--- config.mk ---
export PLATFORM = sky130hd
export DESIGN_NAME = step_key_conditioner
export DESIGN_NICKNAME = d
export VERILOG_FILES = /design/src/rtl/step_key_conditioner_pkg.sv /design/src/rtl/sync_2ff.sv /design/src/rtl/step_key_conditioner.sv
export SDC_FILE = /design/constraint.sdc
export NUM_CORES = 1
export LEC_CHECK = 0
export CAP_MARGIN = 20
export CORE_ASPECT_RATIO = 2
export CORE_MARGIN = 5
export CORE_UTILIZATION = 45
export CTS_BUF_LIST = sky130_fd_sc_hd__clkbuf_2
export DETAILED_ROUTE_END_ITERATION = 10
export GPL_TIMING_DRIVEN = 0
export SLEW_MARGIN = 15
export SYNTH_ARGS = -nofsm -noshare
export SYNTH_HDL_FRONTEND = slang
export SYNTH_SLANG_ARGS = --single-unit
--- constraint.sdc ---
create_clock -name clk_i -period 2.4 [get_ports clk_i]
set_input_delay 0.48 -clock clk_i [delete_from_list [all_inputs] [get_ports clk_i]]
set_output_delay 0.48 -clock clk_i [all_outputs]
set_load 0.1 [all_outputs]
--- src/rtl/step_key_conditioner_pkg.sv ---
// Shared state encoding and 50 MHz board timing defaults for the step key conditioner.
package step_key_conditioner_pkg;

    typedef enum logic [1:0] {
        S_UP      = 2'd0,
        S_DN_WAIT = 2'd1,
        S_DOWN    = 2'd2,
        S_UP_WAIT = 2'd3
    } key_state_e;

    localparam int unsigned DEBOUNCE_CYCLES_50MHZ = 1000000;
    localparam int unsigned RUN_DIV_50MHZ         = 25000000;

endpackage

--- src/rtl/sync_2ff.sv ---
// Two-flop synchronizer for a single asynchronous level, with selectable reset value.
module sync_2ff #(
    parameter logic RESET_VAL = 1'b0
) (
    input  logic clk_i,
    input  logic rst_ni,
    input  logic d_i,
    output logic q_o
);

    logic meta_q;
    logic sync_q;

    always_ff @(posedge clk_i or negedge rst_ni) begin
        if (!rst_ni) begin
            meta_q <= RESET_VAL;
            sync_q <= RESET_VAL;
        end else begin
            meta_q <= d_i;
            sync_q <= meta_q;
        end
    end

    assign q_o = sync_q;

endmodule

--- src/rtl/step_key_conditioner.sv ---
// Turns a bouncy step key and a run switch into a clean one-cycle CPU step strobe,
// with a free-running auto-step mode and a wrapping step counter.
module step_key_conditioner
    import step_key_conditioner_pkg::*;
#(
    parameter int unsigned DEBOUNCE_CYCLES = DEBOUNCE_CYCLES_50MHZ,
    parameter int unsigned RUN_DIV         = RUN_DIV_50MHZ,
    parameter int unsigned CNT_W           = 16
) (
    input  logic             clk_i,
    input  logic             rst_ni,
    input  logic             key_ni,
    input  logic             sw_run_i,
    output logic             step_pulse_o,
    output logic             key_level_o,
    output logic             run_mode_o,
    output logic [CNT_W-1:0] step_count_o
);

    localparam int unsigned DbW  = $clog2(DEBOUNCE_CYCLES);
    localparam int unsigned DivW = $clog2(RUN_DIV);
    localparam logic [DbW-1:0]  DbLast  = DbW'(DEBOUNCE_CYCLES - 1);
    localparam logic [DivW-1:0] DivLast = DivW'(RUN_DIV - 1);

    logic key_sync_n;
    logic run_s;
    logic key_s;

    // Key idles released (high) out of reset so no phantom press is seen.
    sync_2ff #(.RESET_VAL(1'b1)) u_key_sync (
        .clk_i  (clk_i),
        .rst_ni (rst_ni),
        .d_i    (key_ni),
        .q_o    (key_sync_n)
    );

    sync_2ff #(.RESET_VAL(1'b0)) u_run_sync (
        .clk_i  (clk_i),
        .rst_ni (rst_ni),
        .d_i    (sw_run_i),
        .q_o    (run_s)
    );

    assign key_s = ~key_sync_n;

    key_state_e       state_q, state_d;
    logic [DbW-1:0]   db_cnt_q, db_cnt_d;
    logic [DivW-1:0]  div_q, div_d;
    logic             step_pulse_q, key_level_q;
    logic [CNT_W-1:0] step_count_q;
    logic             press_done;
    logic             auto_fire;

    always_comb begin
        state_d    = state_q;
        db_cnt_d   = db_cnt_q;
        press_done = 1'b0;
        unique case (state_q)
            S_UP: begin
                if (key_s) begin
                    state_d  = S_DN_WAIT;
                    db_cnt_d = '0;
                end
            end
            S_DN_WAIT: begin
                if (!key_s) begin
                    state_d = S_UP;
                end else if (db_cnt_q == DbLast) begin
                    state_d    = S_DOWN;
                    press_done = 1'b1;
                end else begin
                    db_cnt_d = db_cnt_q + DbW'(1);
                end
            end
            S_DOWN: begin
                if (!key_s) begin
                    state_d  = S_UP_WAIT;
                    db_cnt_d = '0;
                end
            end
            S_UP_WAIT: begin
                if (key_s) begin
                    state_d = S_DOWN;
                end else if (db_cnt_q == DbLast) begin
                    state_d = S_UP;
                end else begin
                    db_cnt_d = db_cnt_q + DbW'(1);
                end
            end
            default: state_d = S_UP;
        endcase
    end

    // Divider only runs while run mode is synchronized high; dropping out clears it.
    always_comb begin
        div_d     = '0;
        auto_fire = 1'b0;
        if (run_s) begin
            if (div_q == DivLast) begin
                auto_fire = 1'b1;
            end else begin
                div_d = div_q + DivW'(1);
            end
        end
    end

    always_ff @(posedge clk_i or negedge rst_ni) begin
        if (!rst_ni) begin
            state_q      <= S_UP;
            db_cnt_q     <= '0;
            div_q        <= '0;
            step_pulse_q <= 1'b0;
            key_level_q  <= 1'b0;
            step_count_q <= '0;
        end else begin
            state_q      <= state_d;
            db_cnt_q     <= db_cnt_d;
            div_q        <= div_d;
            step_pulse_q <= auto_fire | (press_done & ~run_s);
            key_level_q  <= (state_d == S_DOWN) || (state_d == S_UP_WAIT);
            step_count_q <= step_count_q + CNT_W'(step_pulse_q);
        end
    end

    assign step_pulse_o = step_pulse_q;
    assign key_level_o  = key_level_q;
    assign run_mode_o   = run_s;
    assign step_count_o = step_count_q;

endmodule

Yosys cells after proc, flatten, opt, wreduce, memory -nomap -nowiden
Cells that the tools add are included.
{"block": "totals", "regBits": 69, "input_bits": 4, "output_inout_bits": 19, "word_cells": 50}
{"block": "op_classes", "add_sub_neg": 3, "eq_ne": 11, "muxes": 20, "bitwise_logic": 3, "n_reduce_logical": 3}
{"cell": "$mux 20", "count": 5}
{"cell": "$pmux 20 s4", "count": 1}
{"cell": "$mux 25", "count": 2}
{"cell": "$add 25x1->25 const B", "count": 1}
{"cell": "$eq 25x25->1 const B", "count": 1}
{"cell": "$add 20x1->20 const B", "count": 1}
{"cell": "$eq 20x20->1 const B", "count": 1}
{"cell": "$add 16x1->16", "count": 1}
{"cell": "$mux 2", "count": 6}
{"cell": "$eq 2x2->1 const B", "count": 4}
{"cell": "$pmux 2 s4", "count": 1}
{"cell": "$mux 1", "count": 5}
{"cell": "$ne 2x1->1 const B", "count": 2}
{"cell": "$ne 2x2->1 const B", "count": 2}
{"cell": "$reduce_and 4->1", "count": 1}
{"cell": "$eq 2x1->1 const B", "count": 1}
{"cell": "$logic_not 2->1", "count": 1}
{"cell": "$and 1x1->1", "count": 1}
{"cell": "$logic_or 1x1->1", "count": 1}
{"cell": "$not 1->1", "count": 1}
{"cell": "$or 1x1->1", "count": 1}

Logic depth before layout (Yosys ltp)
{"block": "logic_depth", "depth_word": 6, "ltp_mapped": 8, "depth_no_buf": 6}

Modules after synthesis
Synthesis repeated with hierarchy kept, for this count alone.
{"block": "hier_totals", "hier_cells": 307, "hier_area_um2": 3263.1}
{"mod": "step_key_conditioner", "instances": 1, "cells_each": 303, "area_per_inst_um2": 3160.5, "seq_area_each_um2": 1626.6}
{"mod": "sync_2ff (u_key_sync)", "instances": 1, "cells_each": 2, "area_per_inst_um2": 52.6, "seq_area_each_um2": 52.6}
{"mod": "sync_2ff (u_run_sync)", "instances": 1, "cells_each": 2, "area_per_inst_um2": 50.0, "seq_area_each_um2": 50.0}

Worst setup path before layout
Ideal clock, no wire load.
{"block": "synth_timing", "path_type": "flip-flop to flip-flop", "start": "register step_count_q[0], in the netlist step_count_o[0]", "end": "register step_count_q[12], in the netlist step_count_o[12]", "setup_time_ns": 0.158, "t_arrival_ns": 2.068, "required_time_ns": 2.242, "slack_ns": 0.174, "path_stages_with_launch": 7, "n_path_buf": 1, "synth_period_minus_slack_ns": 2.226, "cell_sequence": "dfrtp_1 ha_1 ha_1 and3_1 clkbuf_1 nand4_1 xnor2_1"}
{"block": "synth_via", "elab_chain_len": 1}
{"item": "from (decl)", "line": "step_key_conditioner.sv:50", "rtl": "logic [CNT_W-1:0] step_count_q;"}
{"item": "from (signal assigned)", "line": "step_key_conditioner.sv:121", "rtl": "step_count_q <= step_count_q + CNT_W'(step_pulse_q);"}
{"item": "$add 16x1->16", "line": "step_key_conditioner.sv:121"}
Every way passes these cells.
A chain may end at the register's enable or synchronous reset.

Final worst setup path
{"block": "layout_timing", "start": "register step_count_q[11], in the netlist step_count_o[11]", "end": "output step_count_o[11]"}
{"item": "to (decl)", "line": "step_key_conditioner.sv:17", "rtl": "output logic [CNT_W-1:0] step_count_o"}
No word-level cell between the ends.

==> summary.md <==
| Metric | Value |
|---|---|
| Outcome | `complete, no violations` |
| Slew at the pin closest to its max-slew limit | `0.962 ns` |
| Setup crit start kind | `register` |
| Leading cell types by count after synthesis | `dfrtp_1, nor2_1, xor2_1` |
| Total Negative Setup Slacks | `0 ns` |
| Placed wire-length estimate after detailed placement | `4.56 mm` |
| Number of violations of the max-capacitance limit | `0` |
| Crit path buf inv count | `1` |
| Final number of max-transition violations | `0` |
| Final number of setup-violating endpoints | `0` |
| DRT antenna net count | `0` |
| RSZ-0062 raised after global routing | `no` |
| Fin crit share | `95.1%` |
| Floorplan row count | `43` |
| Count of nets after finishing | `347` |
| Area after detailed placement | `3510 um^2` |
| Leak | `1.67 nW` |
| Library cell with the highest instance count after synthesis | `dfrtp_1` |
| Top fanout value on the critical path | `4` |
| R2R setup slack | `0.17 ns` |
| CTS H-tree lvls | `3` |
| Total wirelength of the detailed-routed design | `6.30 mm` |
| Worst min-delay path category | `reg -> reg` |
| Launch point of the critical path | `step_count_o[11]$_DFF_PN0_` |
| Mapped Nets | `311` |
| Vias in the first global route | `2362` |
| Initial core utilization | `45.9%` |
| Clock input transition at the sequential cells of the worst setup and hold paths | `0.20 ns` |
| Port Buffer Count | `22` |
| Horizontal die dimension | `69.3 um` |
| Synthesized area divided by synthesized cell count | `10.4 um^2` |
| Share of final-layout standard cells stronger than drive strength 1 | `11.6%` |
| IR Drop Worst-Case VDD | `0.465 mV` |
| Layout Skew | `0.0192 ns` |
| Startpoint of the lowest-slack register-to-register path | `db_cnt_q[12]$_DFFE_PN0P_` |
| Data arrival time of the critical path | `1.80 ns` |
| Count of filler cells inserted in the layout | `702` |
| Die outline area | `8910 um^2` |
| Tightest slew margin relative to the limit | `36.1%` |
| Mean routed wirelength per cell | `14.5 um` |
| Unique cell type count in the Yosys netlist | `38` |
| Peak Freq | `438 MHz` |
| CTS tree | `yes` |
| Share of the yosys chip area belonging to registers | `54.7%` |
| Wire length on met1 | `2.44 mm` |
| Class of the most critical setup path | `reg -> out` |
| Antenna violations before repair | `0` |
| Type of element capturing the critical path | `output port` |
| Met2 WL | `3.62 mm` |
| Endpoint of the worst setup timing path | `step_count_o[11]` |
| Area growth, synth to finish | `16.2%` |
| Count of antenna diodes in the layout | `0` |
| Power per unit of standard cell area | `584 nW/um^2` |
| Pin count of the biggest net entering global routing | `43` |
| Worst-Skew Late Latency | `0.49 ns` |
| Synth top area share | `53.0%` |
| Fraction of the core area covered by cells at the end of the flow | `53.4%` |
| Met3 wirelength from detailed routing | `120 um` |
| Cells after Synth | `303` |
| Delay of the slowest cell on the worst path | `0.85 ns` |
| Highest metal used | `met4` |
| Post-synthesis instance area | `3160 um^2` |
| Maximum root-to-sink buffer count | `2` |
| Drt drc | `0` |
| Number of buffers created by CTS | `9` |
| TritonCTS Sinks | `69` |
| Slowest stage cell, crit path | `clkdlybuf4s15_1` |
| Avg Vias per Cell | `5.22` |
| Top post-synthesis cells by area | `dfrtp_1, xor2_1, xnor2_1` |
| Tot GR Track Use | `15.5%` |
| Via total after detailed routing | `2265` |
| Biggest area consumer among synthesized cells | `dfrtp_1` |
| IO Pins | `23` |
| Pre-antenna DRT Iters | `4` |
| Placeable core region | `6890 um^2` |
| Wire length of the first global-routing pass | `11.0 mm` |
| End of the worst register-to-register path | `db_cnt_q[0]$_DFFE_PN0P_` |
| Dominant register cell in the synthesized netlist | `dfrtp_1` |
| Sum of overflow across all layers after global routing | `0` |
| Top delay family on crit path | `buffers and inverters` |
| CP required | `1.92 ns` |
| First DRT Iteration DRCs | `48` |
| EDFF count, synth | `0` |
| Area of all placed cells without fillers | `3680 um^2` |
| Count of final hold-check violations | `0` |
| Post-Route Hold Slack | `0.375 ns` |
| Share of flip-flops with an asynchronous set or reset after synthesis | `100%` |
| Routability cong. | `0.757` |
| Cell depth of the worst setup path | `1` |
| HP Start | `u_key_sync.meta_q$_DFF_PN1_` |
| Synth warnings | `0` |
| Worst Reg2Reg Path Length in Cells | `6` |
| Floorplan die height | `129 um` |
| FF+latch count, synth | `69` |
| Crit path cell chain | `clkdlybuf4s15_1` |
| Clock Tree Root | `clkbuf_2` |
| Clock period minus worst slack | `2.28 ns` |
how the worst min path moves through the flow:
stage | to | slack [ns] | depth (start not counted)
3_5_place_dp | u_run_sync.q_o$_DFF_PN0_ | 0.34 | 0
2_1_floorplan | db_cnt_q[0]$_DFFE_PN0P_ | 0.18 | 0
4_1_cts | u_key_sync.meta_q$_DFF_PN1_ | 0.32 | 1
6_report | u_key_sync.q_o$_DFF_PN1_ | 0.37 | 0
5_1_grt | u_key_sync.meta_q$_DFF_PN1_ | 0.30 | 1
3_3_place_gp | u_run_sync.q_o$_DFF_PN0_ | 0.33 | 0
cell type report:
| class | instances | area, um^2 | share of cell area, % |
|---|---|---|---|
| buffer | 7 | 46.3 | 1.26 |
| tap | 90 | 113 | 3.06 |
| clock inverter | 7 | 114 | 3.10 |
| inverter | 7 | 26.3 | 0.715 |
| sequential | 69 | 1730 | 47.0 |
| timing repair buffer | 25 | 215 | 5.85 |
| multi-input combinational | 220 | 1390 | 37.7 |
| clock buffer | 9 | 45.0 | 1.23 |
cell families (layout without fill, tap and decap cells):
group	Yosys count	count (layout)	share of synthesized area, %
AO/OA/AOI/OAI	17	17	3.01
XOR/XNOR	50	50	13.8
adder cells (fa/ha/maj)	4	4	1.58
buffers and inverters	14	55	2.14
flip-flops	69	69	54.7
multiplexers	1	1	0.475
AND/OR/NAND/NOR	148	148	24.3
placed cells by master, fill, tap and decap left out, types with 6 or more instances in the layout:
cell | Yosys | final
dfrtp_1 | 67 | 67
nand3_1 | 24 | 24
xnor2_1 | 23 | 23
clkbuf_2 | 0 | 15
dlygate4sd2_1 | 0 | 8
nand4_1 | 17 | 17
xor2_1 | 27 | 27
inv_1 | 7 | 7
a21oi_1 | 7 | 7
and4_1 | 6 | 6
nand2_1 | 20 | 20
nor2_1 | 47 | 47
state kept, by name, summed over array words and instances (netlist names):
register,cells
div_q,25
db_cnt_q,20
step_count_o,16
state_q,2
key_level_o,1
step_pulse_o,1
u_key_sync.meta_q,1
u_key_sync.q_o,1
u_run_sync.meta_q,1
u_run_sync.q_o,1
per-layer routing:
metal | global-route usage (%) | up-vias
met5 | 0 | -
met4 | 6.90 | 0
met3 | 3.83 | 12
met2 | 29.3 | 15
met1 | 15.9 | 1122
li1 | - | 1116
timing repair:
item                                    4_1_cts  5_1_grt
gates resized for setup                      20       21
hold endpoints to repair                     27        0
pin swaps                                     0        1
buffers inserted                              0        1
endpoints found under the setup margin       21       32
hold buffers                                  1        0
per-stage QoR:
| stage | total power [mW] | std cells | setup WS [ns] |
|---|---|---|---|
| after floorplan | 1.27 | 303 | 0.174 |
| after global placement | 1.31 | 415 | -1.49 |
| after detailed placement | 1.31 | 416 | 0.0168 |
| after CTS | 2.18 | 433 | 0.00106 |
| after global routing | 2.25 | 434 | 0.000818 |
| final | 2.15 | 434 | 0.119 |
where the power goes:
part,total (mW),internal [mW],switching (mW)
Clock,0.855,0.443,0.412
Combinational,0.0913,0.0304,0.0609
Sequential,1.20,1.18,0.0181
Total,2.15,1.66,0.491
(Power assumes the default switching activity.)
